[config.mk]
export PLATFORM = sky130hd
export DESIGN_NAME = sid_bus_master_flat
export DESIGN_NICKNAME = d
export VERILOG_FILES = /design/src/rtl/sid_bus_master_if.sv /design/src/rtl/sid_bus_master.sv /design/src/flat_wrapper.sv
export SDC_FILE = /design/constraint.sdc
export NUM_CORES = 1
export LEC_CHECK = 0
export CELL_PAD_IN_SITES_DETAIL_PLACEMENT = 0
export CELL_PAD_IN_SITES_GLOBAL_PLACEMENT = 1
export CORE_MARGIN = 5
export CORE_UTILIZATION = 48
export DETAILED_ROUTE_END_ITERATION = 12
export GPL_TIMING_DRIVEN = 1
export HOLD_SLACK_MARGIN = 0.06
export MAX_ROUTING_LAYER = met4
export PLACE_DENSITY = 0.89
export SYNTH_ARGS = -nofsm -noshare
export SYNTH_HDL_FRONTEND = slang
export SYNTH_SLANG_ARGS = --single-unit
[constraint.sdc]
create_clock -name dot_clk -period 3.59 [get_ports dot_clk]
set_clock_uncertainty 0.15 [all_clocks]
set_input_delay 0.5385 -clock dot_clk [delete_from_list [all_inputs] [get_ports dot_clk]]
set_output_delay 0.5385 -clock dot_clk [all_outputs]
set_load 0.05 [all_outputs]
[src/rtl/sid_bus_master_if.sv]
// sid_bus_master_if: command handshake, SID bus pins and read-return signals
// shared between the bus master and its environment.
interface sid_bus_master_if;
    logic        cmd_valid;
    logic        cmd_ready;
    logic [15:0] cmd;
    logic        sid_cs;
    logic        sid_rw;
    logic [4:0]  sid_a;
    logic [7:0]  sid_di;
    logic [7:0]  sid_do;
    logic        rd_valid;
    logic [4:0]  rd_addr;
    logic [7:0]  rd_data;

    modport master (
        input  cmd_valid, cmd, sid_do,
        output cmd_ready, sid_cs, sid_rw, sid_a, sid_di,
        output rd_valid, rd_addr, rd_data
    );

    modport slave (
        output cmd_valid, cmd, sid_do,
        input  cmd_ready, sid_cs, sid_rw, sid_a, sid_di,
        input  rd_valid, rd_addr, rd_data
    );
endinterface

[src/rtl/sid_bus_master.sv]
// sid_bus_master: buffers 16-bit SID register commands in a FIFO and replays
// them as one bus window per phi2 period (write, read, wait, nop).
// Optional feature: define SID_READBACK_EN to make op 01 perform a read cycle
// and return the data on rd_valid/rd_addr/rd_data. Without it op 01 is a nop
// and the read-return outputs are tied low.
//
// state   | meaning
// --------+---------------------------------------------------------------
// ST_IDLE | no window active; bus outputs 0; pops at next phi2 if non-empty
// ST_BUS  | write/read window driven for one phi2 period
// ST_WAIT | bus idle for wait_cnt remaining phi2 periods
module sid_bus_master #(
    parameter int FIFO_AW = 3
) (
    input  logic             dot_clk,
    input  logic             reset,
    input  logic             phi2_en,
    sid_bus_master_if.master bus,
    output logic [FIFO_AW:0] level,
    output logic             busy
);
    localparam int DEPTH = 1 << FIFO_AW;
    localparam logic [FIFO_AW:0]   FULL_LEVEL = (FIFO_AW + 1)'(DEPTH);
    localparam logic [FIFO_AW:0]   LEVEL_ONE  = (FIFO_AW + 1)'(1);
    localparam logic [FIFO_AW-1:0] PTR_ONE    = FIFO_AW'(1);
    localparam logic [1:0] OP_WRITE = 2'b00;
    localparam logic [1:0] OP_READ  = 2'b01;
    localparam logic [1:0] OP_WAIT  = 2'b10;

    typedef enum logic [1:0] {
        ST_IDLE = 2'd0,
        ST_BUS  = 2'd1,
        ST_WAIT = 2'd2
    } state_t;

    state_t state, state_nx;
    logic [7:0] wait_cnt, wait_cnt_nx;
    logic       cs_q, cs_nx;
    logic       rw_q, rw_nx;
    logic [4:0] a_q, a_nx;
    logic [7:0] di_q, di_nx;

    // Bit 13 of the command is reserved and not stored.
    logic [14:0]        fifo_mem [DEPTH];
    logic [FIFO_AW-1:0] wr_ptr;
    logic [FIFO_AW-1:0] rd_ptr;
    logic [14:0]        head;
    logic [1:0]         head_op;
    logic [4:0]         head_addr;
    logic [7:0]         head_data;

    logic push;
    logic pop;
    logic boundary;

    assign bus.cmd_ready = (level != FULL_LEVEL);
    assign push          = bus.cmd_valid && bus.cmd_ready;

    assign head      = fifo_mem[rd_ptr];
    assign head_op   = head[14:13];
    assign head_addr = head[12:8];
    assign head_data = head[7:0];

    // A window or wait ends and the next command starts on the same phi2 edge.
    assign boundary = phi2_en && ((state == ST_IDLE) || (state == ST_BUS) ||
                                  ((state == ST_WAIT) && (wait_cnt == 8'd1)));
    // Level before this edge's push: a same-edge push is not poppable yet.
    assign pop  = boundary && (level != '0);
    assign busy = (level != '0) || (state != ST_IDLE);

    assign bus.sid_cs = cs_q;
    assign bus.sid_rw = rw_q;
    assign bus.sid_a  = a_q;
    assign bus.sid_di = di_q;

    // Command storage array; contents need no reset since level gates reads.
    always_ff @(posedge dot_clk) begin
        if (push) begin
            fifo_mem[wr_ptr] <= {bus.cmd[15:14], bus.cmd[12:0]};
        end
    end

    // FIFO pointers and occupancy.
    always_ff @(posedge dot_clk) begin
        if (reset) begin
            wr_ptr <= '0;
            rd_ptr <= '0;
            level  <= '0;
        end else begin
            if (push) begin
                wr_ptr <= wr_ptr + PTR_ONE;
            end
            if (pop) begin
                rd_ptr <= rd_ptr + PTR_ONE;
            end
            case ({push, pop})
                2'b10:   level <= level + LEVEL_ONE;
                2'b01:   level <= level - LEVEL_ONE;
                default: level <= level;
            endcase
        end
    end

    // Sequencer state and registered bus outputs.
    always_ff @(posedge dot_clk) begin
        if (reset) begin
            state    <= ST_IDLE;
            wait_cnt <= '0;
            cs_q     <= 1'b0;
            rw_q     <= 1'b0;
            a_q      <= '0;
            di_q     <= '0;
        end else begin
            state    <= state_nx;
            wait_cnt <= wait_cnt_nx;
            cs_q     <= cs_nx;
            rw_q     <= rw_nx;
            a_q      <= a_nx;
            di_q     <= di_nx;
        end
    end

    // Next state: count down waits, and at a boundary launch the head command.
    always_comb begin
        state_nx    = state;
        wait_cnt_nx = wait_cnt;
        cs_nx       = cs_q;
        rw_nx       = rw_q;
        a_nx        = a_q;
        di_nx       = di_q;

        if (phi2_en && (state == ST_WAIT) && (wait_cnt != 8'd1)) begin
            wait_cnt_nx = wait_cnt - 8'd1;
        end

        if (boundary) begin
            state_nx    = ST_IDLE;
            wait_cnt_nx = '0;
            cs_nx       = 1'b0;
            rw_nx       = 1'b0;
            a_nx        = '0;
            di_nx       = '0;
            if (pop) begin
                case (head_op)
                    OP_WRITE: begin
                        state_nx = ST_BUS;
                        cs_nx    = 1'b1;
                        rw_nx    = 1'b1;
                        a_nx     = head_addr;
                        di_nx    = head_data;
                    end
                    OP_READ: begin
`ifdef SID_READBACK_EN
                        state_nx = ST_BUS;
                        cs_nx    = 1'b1;
                        rw_nx    = 1'b0;
                        a_nx     = head_addr;
                        di_nx    = head_data;
`endif
                    end
                    OP_WAIT: begin
                        // A zero count is consumed like a nop.
                        if (head_data != 8'd0) begin
                            state_nx    = ST_WAIT;
                            wait_cnt_nx = head_data;
                        end
                    end
                    default: begin
                    end
                endcase
            end
        end
    end

`ifdef SID_READBACK_EN
    logic       rd_fire;
    logic       rd_valid_q;
    logic [4:0] rd_addr_q;
    logic [7:0] rd_data_q;

    // A read window closes on the boundary edge ending its BUS period.
    assign rd_fire = boundary && (state == ST_BUS) && !rw_q;

    // Capture the SID's data and address as the read window closes.
    always_ff @(posedge dot_clk) begin
        if (reset) begin
            rd_valid_q <= 1'b0;
            rd_addr_q  <= '0;
            rd_data_q  <= '0;
        end else begin
            rd_valid_q <= rd_fire;
            if (rd_fire) begin
                rd_addr_q <= a_q;
                rd_data_q <= bus.sid_do;
            end
        end
    end

    assign bus.rd_valid = rd_valid_q;
    assign bus.rd_addr  = rd_addr_q;
    assign bus.rd_data  = rd_data_q;
`else
    assign bus.rd_valid = 1'b0;
    assign bus.rd_addr  = '0;
    assign bus.rd_data  = '0;
`endif
endmodule

[src/flat_wrapper.sv]
// flat-port wrapper written by rule: the top's interface ports become plain ports
module sid_bus_master_flat 
#(
    parameter int FIFO_AW = 3
)
  (dot_clk, reset, phi2_en, level, busy, bus_cmd_valid, bus_cmd, bus_sid_do, bus_cmd_ready, bus_sid_cs, bus_sid_rw, bus_sid_a, bus_sid_di, bus_rd_valid, bus_rd_addr, bus_rd_data);
  sid_bus_master_if bus_i ();
  input  logic dot_clk;
  input  logic reset;
  input  logic phi2_en;
  output logic [FIFO_AW:0] level;
  output logic busy;
  input wire logic [$bits(bus_i.cmd_valid)-1:0] bus_cmd_valid;
  input wire logic [$bits(bus_i.cmd)-1:0] bus_cmd;
  input wire logic [$bits(bus_i.sid_do)-1:0] bus_sid_do;
  output wire logic [$bits(bus_i.cmd_ready)-1:0] bus_cmd_ready;
  output wire logic [$bits(bus_i.sid_cs)-1:0] bus_sid_cs;
  output wire logic [$bits(bus_i.sid_rw)-1:0] bus_sid_rw;
  output wire logic [$bits(bus_i.sid_a)-1:0] bus_sid_a;
  output wire logic [$bits(bus_i.sid_di)-1:0] bus_sid_di;
  output wire logic [$bits(bus_i.rd_valid)-1:0] bus_rd_valid;
  output wire logic [$bits(bus_i.rd_addr)-1:0] bus_rd_addr;
  output wire logic [$bits(bus_i.rd_data)-1:0] bus_rd_data;
  assign bus_i.cmd_valid = bus_cmd_valid;
  assign bus_i.cmd = bus_cmd;
  assign bus_i.sid_do = bus_sid_do;
  assign bus_cmd_ready = bus_i.cmd_ready;
  assign bus_sid_cs = bus_i.sid_cs;
  assign bus_sid_rw = bus_i.sid_rw;
  assign bus_sid_a = bus_i.sid_a;
  assign bus_sid_di = bus_i.sid_di;
  assign bus_rd_valid = bus_i.rd_valid;
  assign bus_rd_addr = bus_i.rd_addr;
  assign bus_rd_data = bus_i.rd_data;
  sid_bus_master #(.FIFO_AW(FIFO_AW)) u_core (.dot_clk(dot_clk), .reset(reset), .phi2_en(phi2_en), .bus(bus_i), .level(level), .busy(busy));
endmodule
==> impl_metrics.yaml <==
run_status:
  status: "complete, no violations"
cts:
  cts_resized: 0
  worstSkewPairLatency_ns: 0.43
  clk_pin_slew_worst_paths_ns: 0.06
  numCtsBuffers: 17
  cts.htree.levels: 4
  cts_buffer_depth: 2
  hold_buffers: 0
  post_cts_setup_inserts: 0
  tritoncts: "built"
  root_buffer: "clkbuf_16"
  tritoncts_num_sinks: 156
die:
  floorplan.initialDensity_pct: 48.94
  die_h_um: 126.2
  placementRows: 42
  top_level_ports: 63
  floorplan.core_area_mm2: 0.01324
  chipWidth_um: 126.2
  die_area_mm2: 0.01593
placed_design:
  place_hpwl_um: 8383
  gpl.final_weighted_congestion: 0.7880
  total_cell_area_at_the_placement_stage_mm2: 0.007073
  port-buffer-count: 39
  place_ws_ns: 0.6277
synthesis:
  synth.yosys.seq_area_share_pct: 66.72
  synth-seq-cells: 156
  synthesis.yosys.warnings: 0
  number_of_flops_mapped_to_enable_cells_by_yosys: 120
  syn_area_per_cell_um2: 15.32
  ys_dominant_reg_cell: "edfxtp_1"
  netlist_instances: 423
  post_synth_instance_area_mm2: 0.006481
  netlist-cell-type-count: 43
  synth_async_sr_flop_share_pct: 0
sta:
  slew-limit-headroom_pct: 51.64
  drv_slew: 0
  fin_worst_hold_slack_ns: 0.3526
  min_clock_period_post_route_ns: 3.097
  grt_setup_unrepaired: "false"
  timing_worst_slew_pin_value_ns: 0.7237
  timing.final.crit_share_pct: 86.26
  finalSetupViolations: 0
  report.final.hold_viol_count: 0
  max_freq_ghz: 0.3229
  fin_ws_ns: 0.4934
  fin_tns_setup_ns: 0
hold_path:
  hold_class: "reg2reg"
  hold_path_depth: 2
  hold_path_startpoint: "u_core.wr_ptr[0]$_SDFFE_PP0P_"
  hold_path_end: "u_core.wr_ptr[0]$_SDFFE_PP0P_"
final_layout:
  areaGrowthSynthToFinish_pct: 17.95
  drive_gt1_share_pct: 19.26
  fin_area_mm2: 0.007645
  most_common_cell_after_layout_fill_and_taps_aside: "edfxtp_1"
  n_antenna_cell: 0
  layout_common_cells: "120 x edfxtp_1, 47 x nor2_1, 39 x clkdlybuf4s50_1, 36 x dfxtp_1, 30 x mux4_2"
  nets: 510
setup_path:
  critPathMaxStageDelay_ns: 0.72
  worstPathCellList: "or4_1, or3_1, clkdlybuf4s50_1"
  worst_ep_required_time_ns: 2.90
  critical_path_class: "reg2out"
  ff2ff_setup_slack_ns: 0.68
  critPathLaunchType: "register"
  setup.worst_path.end_class: "primary output"
  r2r-start: "u_core.wait_cnt[1]$_SDFFE_PP0P_"
  critical_path.slowest_cell: "clkdlybuf4s50_1"
  rr_worst_depth: 12
  regToRegEndpoint: "u_core.level[2]$_SDFFE_PP0P_"
  crit_fanout: 9
  timing.critical_path.arrival_ns: 2.41
pwr:
  power_density_mw_per_mm2: 674.2
  cellLeakagePower_uw: 0.002528
  vdd_drop_max_mv: 0.3187
  power_uw: 5154
global_routing:
  grt_pass1_vias: 3713
  maximum_number_of_pins_on_one_net_before_global_route_repair: 36
  grt_first_pass_wirelength_um: 20470
  grt_util_all_layers_pct: 17.37
  global_route.overflow_total: 0
  grt_antenna_before_repair: 0
routing:
  first_iter_violations: 332
  drt_first_pass_iters: 5
  dr_total_vias: 3766
  wl_per_cell_um: 19.23
  post_drt_via_cell_ratio: 5.672
  drc: 0
  route.antenna.remaining_nets: 0
  total_wire_length_after_detailed_routing_um: 12770
flow_run:
  maxCapViolCount: 0
==> layout make-up <==
type / count / area [um2]
flip-flops and latches: 156 / 4324
multi-input cells: 242 / 2007
clock buffers: 19 / 442.9
inverters: 3 / 11.26
well taps: 176 / 220.2
repair buffers: 55 / 510.5
clock inverters: 13 / 128.9
fillers: 1019 / 5598
==> critical path, delay by kind of cell, from the launching register on <==
family | cells | cell delay [ns]
buffers and inverters | 1 | 0.72
flip-flops | 1 | 0.39
AND/OR/NAND/NOR | 2 | 0.88
==> metal layers <==
metal	track usage, %	share of wire (%)
met2	28.08	51
met3	4.318	6.3
met5	-	0
met1	21.45	41
met4	6.183	1.5
==> state kept, by name (all words and copies together) (netlist names), named ones only <==
signal	cells
u_core.rd_ptr	3
u_core.fifo_mem	120
u_core.bus.sid_di	8
u_core.level	4
u_core.bus.sid_a	5
u_core.state	2
u_core.wait_cnt	8
u_core.wr_ptr	3
==> report_power, final <==
part | switching [uW] | total, uW | internal (uW)
Sequential | 115 | 2180 | 2070
Combinational | 724 | 1260 | 540
Clock | 723 | 1710 | 986
Total | 1560 | 5150 | 3590
==> cell families after synthesis <==
family	after synthesis	share of synthesized area, %
other	1	0.05786
buffers and inverters	38	3.224
AOI/OAI and AO/OA	47	5.096
adders and majority gates	7	1.351
muxes	43	12.63
xor gates and xnor gates	11	1.486
and+or+nand+nor	120	9.440
DFF	156	66.72
==> worst max-delay path by stage <==
stage / start / end / depth (start not counted)
finish: u_core.level[1]$_SDFFE_PP0P_ / busy / 3
global route: u_core.level[1]$_SDFFE_PP0P_ / busy / 3
CTS: u_core.level[1]$_SDFFE_PP0P_ / busy / 3
detailed placement: phi2_en / u_core.level[2]$_SDFFE_PP0P_ / 10
global placement: phi2_en / u_core.level[2]$_SDFFE_PP0P_ / 10
floorplan: u_core.level[1]$_SDFFE_PP0P_ / u_core.fifo_mem[0][0]$_DFFE_PP_ / 6
==> stage by stage <==
stage          std cells  utilization [%]
2_1_floorplan        436                -
3_3_place_gp         632            53.41
3_5_place_dp         632            53.41
4_1_cts              664            57.73
5_1_grt              664            57.73
6_report             664            57.73
==> synth_stat cells, types with 2 or more instances <==
cell type | instances | area (um2)
nor4_1 | 4 | 25.02
mux2i_1 | 3 | 30.03
nor3_1 | 16 | 80.08
a21oi_1 | 9 | 45.04
a2111oi_0 | 2 | 17.52
clkbuf_1 | 12 | 45.04
or3_1 | 2 | 12.51
a22oi_1 | 15 | 112.6
nor4b_1 | 2 | 17.52
a211oi_1 | 6 | 45.04
ha_1 | 7 | 87.58
a221oi_1 | 5 | 43.79
o21ai_0 | 6 | 30.03
mux4_2 | 30 | 675.7
nand2b_1 | 2 | 12.51
o22ai_1 | 2 | 12.51
nand3_1 | 3 | 15.01
nor2_1 | 47 | 176.4
buf_1 | 2 | 7.510
inv_1 | 3 | 11.26
nand2_1 | 24 | 90.09
or4_1 | 3 | 22.52
edfxtp_1 | 120 | 3603
buf_4 | 16 | 120.1
mux2_2 | 10 | 112.6
buf_2 | 5 | 25.02
xnor2_1 | 4 | 35.03
xor2_1 | 7 | 61.31
nor3b_1 | 7 | 52.55
dfxtp_1 | 36 | 720.7
(Power assumes the default switching activity.)
